File: config.mk
export PLATFORM = sky130hd
export DESIGN_NAME = axi_ax_cut
export DESIGN_NICKNAME = d
export VERILOG_FILES = /design/src/rtl/axi_ax_cut.sv
export SDC_FILE = /design/constraint.sdc
export NUM_CORES = 1
export LEC_CHECK = 0
export CAP_MARGIN = 30
export CELL_PAD_IN_SITES_DETAIL_PLACEMENT = 0
export CELL_PAD_IN_SITES_GLOBAL_PLACEMENT = 1
export CORE_MARGIN = 4
export CORE_UTILIZATION = 40
export CTS_CLUSTER_SIZE = 30
export DETAILED_ROUTE_END_ITERATION = 10
export GPL_TIMING_DRIVEN = 0
export PLACE_DENSITY = 0.95
export SETUP_SLACK_MARGIN = 0.4
export SYNTH_ARGS = -nofsm -noshare
export SYNTH_HDL_FRONTEND = slang
export SYNTH_HIERARCHICAL = 1
export SYNTH_SLANG_ARGS = --single-unit
File: constraint.sdc
create_clock -name clk_i -period 3.95 [get_ports clk_i]
set_input_delay 1.185 -clock clk_i [delete_from_list [all_inputs] [get_ports clk_i]]
set_output_delay 1.185 -clock clk_i [all_outputs]
set_load 0.03 [all_outputs]
File: src/rtl/axi_ax_cut.sv
`default_nettype none
// ============================================================================
// Module   : axi_ax_cut
// Brief    : Register slice for the AXI AW and AR channels. Each cut channel
//            is carried by an independent two-slot spill buffer; W, B and R
//            pass through combinationally.
// Revision : 1.0 - initial release
// ============================================================================

// Two-slot spill buffer: slot A drives the output, slot B catches the one
// extra beat that can arrive while A is stalled. in_ready depends only on
// local state, so the ready path is cut as well as the valid/data path.
module axi_ax_cut_spill #(
  parameter int WIDTH = 1
) (
  input  logic             clk_i,
  input  logic             rst_ni,
  input  logic             in_valid,
  output logic             in_ready,
  input  logic [WIDTH-1:0] in_data,
  output logic             out_valid,
  input  logic             out_ready,
  output logic [WIDTH-1:0] out_data
);

  logic             a_full;
  logic             b_full;
  logic [WIDTH-1:0] a_data;
  logic [WIDTH-1:0] b_data;
  logic             pop;
  logic             push;

  assign pop       = a_full & out_ready;
  assign push      = in_valid & ~b_full;
  assign out_valid = a_full;
  assign out_data  = a_data;
  assign in_ready  = ~b_full;

  // Slot update: refill A from B first, otherwise accept into A when it is
  // free or draining this cycle, otherwise park the beat in B.
  always_ff @(posedge clk_i or negedge rst_ni) begin
    if (!rst_ni) begin
      a_full <= 1'b0;
      b_full <= 1'b0;
      a_data <= '0;
      b_data <= '0;
    end else if (b_full) begin
      if (pop) begin
        a_data <= b_data;
        b_full <= 1'b0;
      end
    end else if (push) begin
      if (!a_full || pop) begin
        a_data <= in_data;
        a_full <= 1'b1;
      end else begin
        b_data <= in_data;
        b_full <= 1'b1;
      end
    end else if (pop) begin
      a_full <= 1'b0;
    end
  end

endmodule

module axi_ax_cut #(
  parameter int AXI_ADDR_WIDTH = -1,
  parameter int AXI_DATA_WIDTH = -1,
  parameter int AXI_ID_WIDTH   = -1,
  parameter int AXI_USER_WIDTH = -1,
  parameter int CUT_AW         = 1,
  parameter int CUT_AR         = 1,
  // Clamped widths keep the port declarations well formed even when the
  // parameters are left at their (invalid) defaults.
  localparam int ADDR_W = (AXI_ADDR_WIDTH > 0) ? AXI_ADDR_WIDTH : 1,
  localparam int DATA_W = (AXI_DATA_WIDTH > 0) ? AXI_DATA_WIDTH : 8,
  localparam int ID_W   = (AXI_ID_WIDTH   > 0) ? AXI_ID_WIDTH   : 1,
  localparam int USER_W = (AXI_USER_WIDTH > 0) ? AXI_USER_WIDTH : 1,
  localparam int STRB_W = (DATA_W >= 8) ? DATA_W / 8 : 1
) (
  input  logic              clk_i,
  input  logic              rst_ni,
  // slave side (from the address-rewriting stage)
  input  logic [ID_W-1:0]   in_aw_id,
  input  logic [ADDR_W-1:0] in_aw_addr,
  input  logic [7:0]        in_aw_len,
  input  logic [2:0]        in_aw_size,
  input  logic [1:0]        in_aw_burst,
  input  logic              in_aw_lock,
  input  logic [3:0]        in_aw_cache,
  input  logic [2:0]        in_aw_prot,
  input  logic [3:0]        in_aw_qos,
  input  logic [3:0]        in_aw_region,
  input  logic [5:0]        in_aw_atop,
  input  logic [USER_W-1:0] in_aw_user,
  input  logic              in_aw_valid,
  output logic              in_aw_ready,
  input  logic [DATA_W-1:0] in_w_data,
  input  logic [STRB_W-1:0] in_w_strb,
  input  logic              in_w_last,
  input  logic [USER_W-1:0] in_w_user,
  input  logic              in_w_valid,
  output logic              in_w_ready,
  output logic [ID_W-1:0]   in_b_id,
  output logic [1:0]        in_b_resp,
  output logic [USER_W-1:0] in_b_user,
  output logic              in_b_valid,
  input  logic              in_b_ready,
  input  logic [ID_W-1:0]   in_ar_id,
  input  logic [ADDR_W-1:0] in_ar_addr,
  input  logic [7:0]        in_ar_len,
  input  logic [2:0]        in_ar_size,
  input  logic [1:0]        in_ar_burst,
  input  logic              in_ar_lock,
  input  logic [3:0]        in_ar_cache,
  input  logic [2:0]        in_ar_prot,
  input  logic [3:0]        in_ar_qos,
  input  logic [3:0]        in_ar_region,
  input  logic [USER_W-1:0] in_ar_user,
  input  logic              in_ar_valid,
  output logic              in_ar_ready,
  output logic [ID_W-1:0]   in_r_id,
  output logic [DATA_W-1:0] in_r_data,
  output logic [1:0]        in_r_resp,
  output logic              in_r_last,
  output logic [USER_W-1:0] in_r_user,
  output logic              in_r_valid,
  input  logic              in_r_ready,
  // master side (toward the interconnect)
  output logic [ID_W-1:0]   out_aw_id,
  output logic [ADDR_W-1:0] out_aw_addr,
  output logic [7:0]        out_aw_len,
  output logic [2:0]        out_aw_size,
  output logic [1:0]        out_aw_burst,
  output logic              out_aw_lock,
  output logic [3:0]        out_aw_cache,
  output logic [2:0]        out_aw_prot,
  output logic [3:0]        out_aw_qos,
  output logic [3:0]        out_aw_region,
  output logic [5:0]        out_aw_atop,
  output logic [USER_W-1:0] out_aw_user,
  output logic              out_aw_valid,
  input  logic              out_aw_ready,
  output logic [DATA_W-1:0] out_w_data,
  output logic [STRB_W-1:0] out_w_strb,
  output logic              out_w_last,
  output logic [USER_W-1:0] out_w_user,
  output logic              out_w_valid,
  input  logic              out_w_ready,
  input  logic [ID_W-1:0]   out_b_id,
  input  logic [1:0]        out_b_resp,
  input  logic [USER_W-1:0] out_b_user,
  input  logic              out_b_valid,
  output logic              out_b_ready,
  output logic [ID_W-1:0]   out_ar_id,
  output logic [ADDR_W-1:0] out_ar_addr,
  output logic [7:0]        out_ar_len,
  output logic [2:0]        out_ar_size,
  output logic [1:0]        out_ar_burst,
  output logic              out_ar_lock,
  output logic [3:0]        out_ar_cache,
  output logic [2:0]        out_ar_prot,
  output logic [3:0]        out_ar_qos,
  output logic [3:0]        out_ar_region,
  output logic [USER_W-1:0] out_ar_user,
  output logic              out_ar_valid,
  input  logic              out_ar_ready,
  input  logic [ID_W-1:0]   out_r_id,
  input  logic [DATA_W-1:0] out_r_data,
  input  logic [1:0]        out_r_resp,
  input  logic              out_r_last,
  input  logic [USER_W-1:0] out_r_user,
  input  logic              out_r_valid,
  output logic              out_r_ready
);

  // Fixed-width AXI fields: len8 size3 burst2 lock1 cache4 prot3 qos4 region4
  // (29 bits) plus atop6 on AW only.
  localparam int AW_PL_W = ID_W + ADDR_W + 35 + USER_W;
  localparam int AR_PL_W = ID_W + ADDR_W + 29 + USER_W;

  logic [AW_PL_W-1:0] aw_in_pl;
  logic [AW_PL_W-1:0] aw_out_pl;
  logic [AR_PL_W-1:0] ar_in_pl;
  logic [AR_PL_W-1:0] ar_out_pl;

  assign aw_in_pl = {in_aw_id, in_aw_addr, in_aw_len, in_aw_size, in_aw_burst,
                     in_aw_lock, in_aw_cache, in_aw_prot, in_aw_qos,
                     in_aw_region, in_aw_atop, in_aw_user};
  assign {out_aw_id, out_aw_addr, out_aw_len, out_aw_size, out_aw_burst,
          out_aw_lock, out_aw_cache, out_aw_prot, out_aw_qos, out_aw_region,
          out_aw_atop, out_aw_user} = aw_out_pl;

  assign ar_in_pl = {in_ar_id, in_ar_addr, in_ar_len, in_ar_size, in_ar_burst,
                     in_ar_lock, in_ar_cache, in_ar_prot, in_ar_qos,
                     in_ar_region, in_ar_user};
  assign {out_ar_id, out_ar_addr, out_ar_len, out_ar_size, out_ar_burst,
          out_ar_lock, out_ar_cache, out_ar_prot, out_ar_qos, out_ar_region,
          out_ar_user} = ar_out_pl;

  // AW channel: spill buffer or straight wire
  if (CUT_AW != 0) begin : g_aw_cut
    axi_ax_cut_spill #(.WIDTH(AW_PL_W)) i_aw_spill (
      .clk_i     (clk_i),
      .rst_ni    (rst_ni),
      .in_valid  (in_aw_valid),
      .in_ready  (in_aw_ready),
      .in_data   (aw_in_pl),
      .out_valid (out_aw_valid),
      .out_ready (out_aw_ready),
      .out_data  (aw_out_pl)
    );
  end else begin : g_aw_bypass
    assign out_aw_valid = in_aw_valid;
    assign in_aw_ready  = out_aw_ready;
    assign aw_out_pl    = aw_in_pl;
  end

  // AR channel: spill buffer or straight wire
  if (CUT_AR != 0) begin : g_ar_cut
    axi_ax_cut_spill #(.WIDTH(AR_PL_W)) i_ar_spill (
      .clk_i     (clk_i),
      .rst_ni    (rst_ni),
      .in_valid  (in_ar_valid),
      .in_ready  (in_ar_ready),
      .in_data   (ar_in_pl),
      .out_valid (out_ar_valid),
      .out_ready (out_ar_ready),
      .out_data  (ar_out_pl)
    );
  end else begin : g_ar_bypass
    assign out_ar_valid = in_ar_valid;
    assign in_ar_ready  = out_ar_ready;
    assign ar_out_pl    = ar_in_pl;
  end

  // W, B and R are unregistered; AW and W stay decoupled as AXI allows.
  assign out_w_data  = in_w_data;
  assign out_w_strb  = in_w_strb;
  assign out_w_last  = in_w_last;
  assign out_w_user  = in_w_user;
  assign out_w_valid = in_w_valid;
  assign in_w_ready  = out_w_ready;

  assign in_b_id     = out_b_id;
  assign in_b_resp   = out_b_resp;
  assign in_b_user   = out_b_user;
  assign in_b_valid  = out_b_valid;
  assign out_b_ready = in_b_ready;

  assign in_r_id     = out_r_id;
  assign in_r_data   = out_r_data;
  assign in_r_resp   = out_r_resp;
  assign in_r_last   = out_r_last;
  assign in_r_user   = out_r_user;
  assign in_r_valid  = out_r_valid;
  assign out_r_ready = in_r_ready;

`ifndef SYNTHESIS
  // Every width parameter must be set to a positive value by the instantiator.
  always @(posedge clk_i) begin
    assert (AXI_ADDR_WIDTH > 0 && AXI_DATA_WIDTH > 0 &&
            AXI_ID_WIDTH > 0 && AXI_USER_WIDTH > 0)
      else $error("axi_ax_cut: width parameters must be > 0");
  end
`endif

endmodule
`default_nettype wire

==> results of run 1 <==
## routing by layer
| metal | global-route usage | up-vias |
|---|---|---|
| met5 | 0 | - |
| met3 | 0.0820 | 18 |
| met1 | 0.186 | 2122 |
| met4 | 0.0527 | 0 |
| met2 | 0.262 | 157 |
| li1 | - | 1906 |
## per-stage QoR
stage          total power (uW)  hold slack, ps
4_1_cts                    3740             486
3_5_place_dp               1980             473
3_3_place_gp               1960             465
6_report                   3680             483
5_1_grt                    3830             492
2_1_floorplan              1730             452
## power by group
| group | total [uW] | switching, uW | internal (uW) | leakage [uW] |
|---|---|---|---|---|
| Combinational | 412 | 201 | 211 | 0.00221 |
| Sequential | 1530 | 20.8 | 1510 | 0.00193 |
| Clock | 1740 | 592 | 1150 | 0.000316 |
| Total | 3680 | 814 | 2870 | 0.00445 |
## cell families after synthesis
group	after synthesis	share of synthesized area
mux	210	0.366
flops	144	0.541
buf+inv	59	0.0712
compound gates	4	0.00489
simple gates	14	0.0163
## worst max-delay path by stage
stage | endpoint | start | slack [ps] | cells after the start
finish | in_aw_ready | g_aw_cut.i_aw_spill/b_full$_DFF_PN0_ | 750 | 5
global placement | g_aw_cut.i_aw_spill/out_data[29]$_DFFE_PN0P_ | rst_ni | -3890 | 1
detailed placement | out_w_data[3] | in_w_data[3] | 820 | 2
global route | in_aw_ready | g_aw_cut.i_aw_spill/b_full$_DFF_PN0_ | 620 | 5
floorplan | in_b_id | out_b_id | 1440 | 1
CTS | in_aw_ready | g_aw_cut.i_aw_spill/b_full$_DFF_PN0_ | 710 | 5
## sequential cells by signal, indices dropped and copies added (netlist names)
signal and count:
g_aw_cut.i_aw_spill/out_data 38, g_ar_cut.i_ar_spill/b_full 1, g_aw_cut.i_aw_spill/b_full 1, g_ar_cut.i_ar_spill/out_valid 1, g_aw_cut.i_aw_spill/out_valid 1, g_ar_cut.i_ar_spill/b_data 32, g_aw_cut.i_aw_spill/b_data 38, g_ar_cut.i_ar_spill/out_data 32
## worst max-delay path, stage by stage, from the launching register on
cell             delay (ps)
dfrtp_1                 380
buf_6                   130
buf_6                   140
buf_6                   150
inv_1                   110
clkdlybuf4s50_1         700
## area by class of cell
cell class,instances,share of cell area
flip-flops and latches,144,0.382
multi-input cells,228,0.274
repair buffers,184,0.197
plain buffers,57,0.0495
clock buffers,20,0.0484
well taps,216,0.0287
clock inverters,11,0.0198
inverters,2,0.000796
## cell usage after synthesis, drive strengths merged
library cell	count
mux2	210
dfrtp	144
buf	55
nand2	4
nor3	4
nor2b	3
a22o	2
a22oi	2
clkbuf	2
inv	2
nor2	2
and2b	1
## cells in the final DEF, fill, tap and decap left out
cell and count:
bufinv_16 5, nor2b_4 1, buf_6 10, inv_1 2
nand2_1 4, a22o_1 2, clkinv_4 1, clkdlybuf4s50_1 182
and2b_1 1, buf_12 2, clkinv_2 4, dfrtp_1 144
nor2_1 2, nor3_2 2, buf_16 1, mux2_1 5
nor2b_1 2, clkinvlp_4 1, clkbuf_1 3, clkbuf_8 2
mux2_4 20, buf_2 5, nor3_4 2, buf_4 39
mux2_2 185, a22oi_1 2, clkbuf_16 17
==> metrics.md, run 1 <==
| Metric | Value |
|---|---|
| Status | complete, no violations |
| # H-tree levels | 4 |
| DR WL/cell | 17.2 um |
| Dpl cells | 831 |
| WHS Path Cells | 1 |
| Final Setup Violations | 0 |
| Max-slew headroom | 0.588 |
| Wl on met1 | 5.88 mm |
| Hold Path Class | reg -> reg |
| Cell count after synthesis | 431 |
| Max Clock Skew | 6.33 ps |
| Hold Violations, Final | 0 |
| Yosys warning count | 6 |
| Hold-fix buffers, CTS | 0 |
| Initial core utilization | 0.413 |
| Port-buffer cells | 183 |
| Final GP Congestion | 0.738 |
| Syn_nets | 541 |
| Chip height | 137 um |
| Total number of vias | 4203 |
| Startpoint Class | register |
| Clock sink count | 144 |
| Layout cells sized above 1 | 0.460 |
| Initial antenna violation count | 0 |
| # rows | 46 |
| Via density | 4.88 |
| Top cell type's share of synthesized area | 0.541 |
| Post-place setup slack | 824 ps |
| N_diodes | 0 |
| DP HPWL | 10.9 mm |
| Critical path class | reg -> out |
| FILL cells | 1242 |
| Least-Margin Pin Slew | 618 ps |
| Reg2Reg Depth | 4 |
| Crit-path max FO | 10 |
| Reg2reg end | g_ar_cut.i_ar_spill/out_data[22]$_DFFE_PN0P_ |
| HP Start | g_ar_cut.i_ar_spill/b_data[4]$_DFFE_PN0P_ |
| Synthesized area | 0.00666 mm^2 |
| Metal3 WL | 1.58 mm |
| Max_cap viols | 0 |
| Post-route core utilization | 0.585 |
| Pre-antenna DRT Iters | 4 |
| # DRC | 0 |
| Placed inst area | 0.00879 mm^2 |
| GR Overflow Total | 0 |
| Clk root buf | clkbuf_16 |
| Setup repair bufs after CTS | 0 |
| Fin worst setup slack | 746 ps |
| Layout area overhead | 41.7% |
| Reg2reg setup slack | 2150 ps |
| Final Instance Area | 0.00943 mm^2 |
| Maximum vdd drop | 0.318 mV |
| Vias in the first global route | 4629 |
| Total global-route track usage | 0.162 |
| Min cycle time layout | 3200 ps |
| Post-CTS resize count | 0 |
| Maximum clock insertion buffer count | 2 |
| Die area | 0.0188 mm^2 |
| Fmax | 312 MHz |
| Nets | 744 |
| Pin count of the biggest net entering global routing | 85 |
| Core Area | 0.0161 mm^2 |
| Tcrit/Tclk final | 0.811 |
| CTS Buf Count | 17 |
| Iteration-0 DRC Markers | 79 |
| Clock latency on the worst-skew pair | 410 ps |
| Multi-input logic area | 0.00258 mm^2 |
| Met2 wire length | 7.22 mm |
| P per Cell Area | 391 mW/mm^2 |
| Final TNS setup | 0 ps |
| Leak Pwr | 0.00445 uW |
| Reg area | 0.00360 mm^2 |
| #FFs+latches synth | 144 |
| Sequential area share after synthesis | 0.541 |
| Worst Path Arrival | 2020 ps |
| Worst Path Required | 2760 ps |
| Post-route ant nets | 0 |
| Hold Path Sink | g_ar_cut.i_ar_spill/b_data[4]$_DFFE_PN0P_ |
| Die X | 137 um |
| CTS tree | built |
| Reg2reg start | g_ar_cut.i_ar_spill/b_full$_DFF_PN0_ |
| RSZ-0062 raised after global routing | false |
| Syn Area/Cell | 15.4 um^2 |
| Non-Filler Instances | 862 |
| Synth cell types | 19 |
| Largest area contributor in the netlist | dfrtp_1 |
| Crit. End Element | primary output |
| First-pass GRT wire length | 23.4 mm |
| Clk slew on worst S/H paths | 60 ps |
| Slew Limit Fails | 0 |
| # IOs | 218 |
| Area contributors post-synth | dfrtp_1, mux2_2, mux2_4 |
| Top Metal Used | met4 |
| Drt total wl | 14.9 mm |
(Power assumes the default switching activity.)
==> run 2: changes to the inputs <==
CORE_UTILIZATION = 34   (was 40)
PLACE_DENSITY = 0.89   (was 0.95)
clock period = 2.85 ns   (was 3.95 ns; I/O delays follow)
==> run 2 against run 1 <==
Net effect: utilization is 8.4 points lower; highest routed layer unchanged; register-to-register slack worse by 1100 ps; sequential share of layout area is 0.29 points lower; clock skew up 3.5 ps; critical endpoint is now out_w_data[1]; non-clock buffer count unchanged; critical path type is now in -> out; combinational power grew 37%; total power rose by 37%.
==> metrics.md, run 2 (same netlist as run 1, synthesis figures left out) <==
| Metric | Value |
|---|---|
| Delay-heaviest family, CP | buffers and inverters (unchanged) |
| Clock latency on the worst-skew pair | 420 ps (was 410 ps) |
| Most common cell after layout, fill and taps aside | mux2_2 (unchanged) |
| Die area | 0.0219 mm^2 (was 0.0188 mm^2) |
| FILL cells | 1595 (was 1242) |
| RSZ-0062 raised after global routing | true (was false) |
| GR Overflow Total | 0 (unchanged) |
| Commonest non-fill, non-tap cells in the layout | mux2_2, clkdlybuf4s50_1, dfrtp_1, buf_4, mux2_4 (unchanged) |
| Startpoint Class | input port (was register) |
| Final TNS setup | 0 ps (unchanged) |
| Tcrit/Tclk final | 0.857 |
| # DRC | 0 (unchanged) |
| Fmax | 410 MHz |
| Final GP Congestion | 0.730 (was 0.738) |
| Reg2reg setup slack | 1050 ps (was 2150 ps) |
| Crit. path cell count | 2 (was 5) |
| P per Cell Area | 531 mW/mm^2 (was 391 mW/mm^2) |
| Status | complete, no violations (unchanged) |
| Chip height | 148 um (was 137 um) |
| Total power | 5050 uW (was 3680 uW) |
| Crit. End Element | primary output (unchanged) |
| Least-Margin Pin Slew | 700 ps (was 618 ps) |
| Reg area | 0.00360 mm^2 (unchanged) |
| Min cycle time layout | 2440 ps |
| # IOs | 218 (unchanged) |
| Layout cells sized above 1 | 0.464 (was 0.460) |
| Vias in the first global route | 4665 (was 4629) |
| Buffers & Inverters on Critical Path | 2 (was 5) |
| Max-slew headroom | 0.533 (was 0.588) |
| Critical path class | in -> out (was reg -> out) |
| Post-route ant nets | 0 (unchanged) |
| Initial core utilization | 0.351 (was 0.413) |
| Multi-input logic area | 0.00258 mm^2 (unchanged) |
| Layout area overhead | 42.7% (was 41.7%) |
| Leak Pwr | 0.00463 uW (was 0.00445 uW) |
| Hold Path Class | in -> async (was reg -> reg) |
| DP HPWL | 11.2 mm (was 10.9 mm) |
| Maximum vdd drop | 0.387 mV (was 0.318 mV) |
| Post-route core utilization | 0.501 (was 0.585) |
| Pin count of the biggest net entering global routing | 101 (was 85) |
| Clk slew on worst S/H paths | 60 ps (about the same) |
| CTS tree | built (unchanged) |
| Total number of vias | 4137 (was 4203) |
| N_diodes | 0 (unchanged) |
| Worst Path Arrival | 1590 ps (was 2020 ps) |
| DR WL/cell | 16.8 um (was 17.2 um) |
| Maximum clock insertion buffer count | 2 (unchanged) |
| Worst Path Required | 2000 ps (was 2760 ps) |
| Total global-route track usage | 0.139 (was 0.162) |
| Slew Limit Fails | 0 (unchanged) |
| Crit-path max FO | 1 (was 10) |
| Reg2Reg Depth | 4 (unchanged) |
| Pre-antenna DRT Iters | 4 (unchanged) |
| Max_cap viols | 0 (unchanged) |
| Via density | 4.56 (was 4.88) |
| # H-tree levels | 4 (unchanged) |
| Clock sink count | 144 (unchanged) |
| Nets | 744 (unchanged) |
| Final Setup Violations | 0 (unchanged) |
| Iteration-0 DRC Markers | 76 (was 79) |
| Drt total wl | 15.2 mm (was 14.9 mm) |
| # rows | 50 (was 46) |
| CTS Buf Count | 17 (unchanged) |
| Clk root buf | clkbuf_16 (unchanged) |
| Largest stage delay, worst path | 660 ps (was 700 ps) |
| Hold Violations, Final | 0 (unchanged) |
| Hold WS | 366 ps (was 483 ps) |
| Die X | 148 um (was 137 um) |
| Setup repair bufs after CTS | 0 (unchanged) |
| First-pass GRT wire length | 24.4 mm (was 23.4 mm) |
| CP max stage cell | clkdlybuf4s50_1 (unchanged) |
| Port-buffer cells | 183 (unchanged) |
| Core Area | 0.0190 mm^2 (was 0.0161 mm^2) |
| Worst-path cell chain | buf_4, clkdlybuf4s50_1 (was buf_6, buf_6, buf_6, inv_1, clkdlybuf4s50_1) |
| Initial antenna violation count | 0 (unchanged) |
| Max Clock Skew | 9.85 ps (was 6.33 ps) |
-- run 2: cell types whose count changed in the layout (fill, tap and decap cells not counted) --
cell / delta
clkdlybuf4s50_1: -28
dlygate4sd2_1: +8
bufinv_16: -1
clkbuf_8: -1
dlymetal6s2s_1: +18
clkinvlp_4: +2
clkinv_2: -2
clkinv_4: +3
buf_4: +2
-- run 2: repair_timing --
action | CTS | global route
hold endpoints to repair | 0 | 0
hold buffers | 0 | 0
resized for setup | 19 | 20
endpoints found under the setup margin | 10 | 19
-- run 2: cell type report --
class                           instances  share of cell area
Sequential cell                       144               0.379
Clock buffer                           19              0.0466
Inverter                                2            0.000790
Buffer                                 57              0.0494
Multi-Input combinational cell        228               0.272
Timing Repair Buffer                  184               0.199
Tap cell                              260              0.0342
Clock inverter                         13              0.0197
-- run 2: worst reg2reg max path: stages, from the launching register on --
cell,delay (ps)
dfrtp_1,320
buf_2,210
clkbuf_1,490
mux2_2,410
mux2_2,270
-- run 2: metal layers --
layer | vias up | share of wire | global-route usage
li1 | 1900 | - | -
met1 | 2080 | 0.41 | 0.160
met2 | 146 | 0.50 | 0.242
met3 | 11 | 0.079 | 0.0521
met4 | 0 | 0.011 | 0.0434
met5 | - | 0 | 0
-- run 2: final timing paths --
kind                                                                 to                                      start
hold / removal                g_ar_cut.i_ar_spill/out_valid$_DFFE_PN0P_                                     rst_ni
min in group clk_i            g_ar_cut.i_ar_spill/b_data[4]$_DFFE_PN0P_  g_ar_cut.i_ar_spill/b_data[4]$_DFFE_PN0P_
max in group asynchronous    g_aw_cut.i_aw_spill/b_data[16]$_DFFE_PN0P_                                     rst_ni
hold reg to reg               g_ar_cut.i_ar_spill/b_data[4]$_DFFE_PN0P_  g_ar_cut.i_ar_spill/b_data[4]$_DFFE_PN0P_
setup reg to reg           g_ar_cut.i_ar_spill/out_data[29]$_DFFE_PN0P_       g_ar_cut.i_ar_spill/b_full$_DFF_PN0_
setup / recovery                                          out_w_data[1]                               in_w_data[1]
-- run 2: through the flow --
stage / worst slack, ps / instance area, um^2 / instances
floorplan: 957 / 6660 / 431
global placement: -4660 / 8820 / 874
detailed placement: 256 / 8840 / 875
CTS: 399 / 9460 / 907
global route: 396 / 9510 / 907
finish: 408 / 9510 / 907
-- run 2: power breakdown --
part | switching [uW] | leakage (uW) | internal (uW)
sequential | 28.7 | 0.00193 | 2100
combinational | 277 | 0.00241 | 286
clock | 873 | 0.000299 | 1490
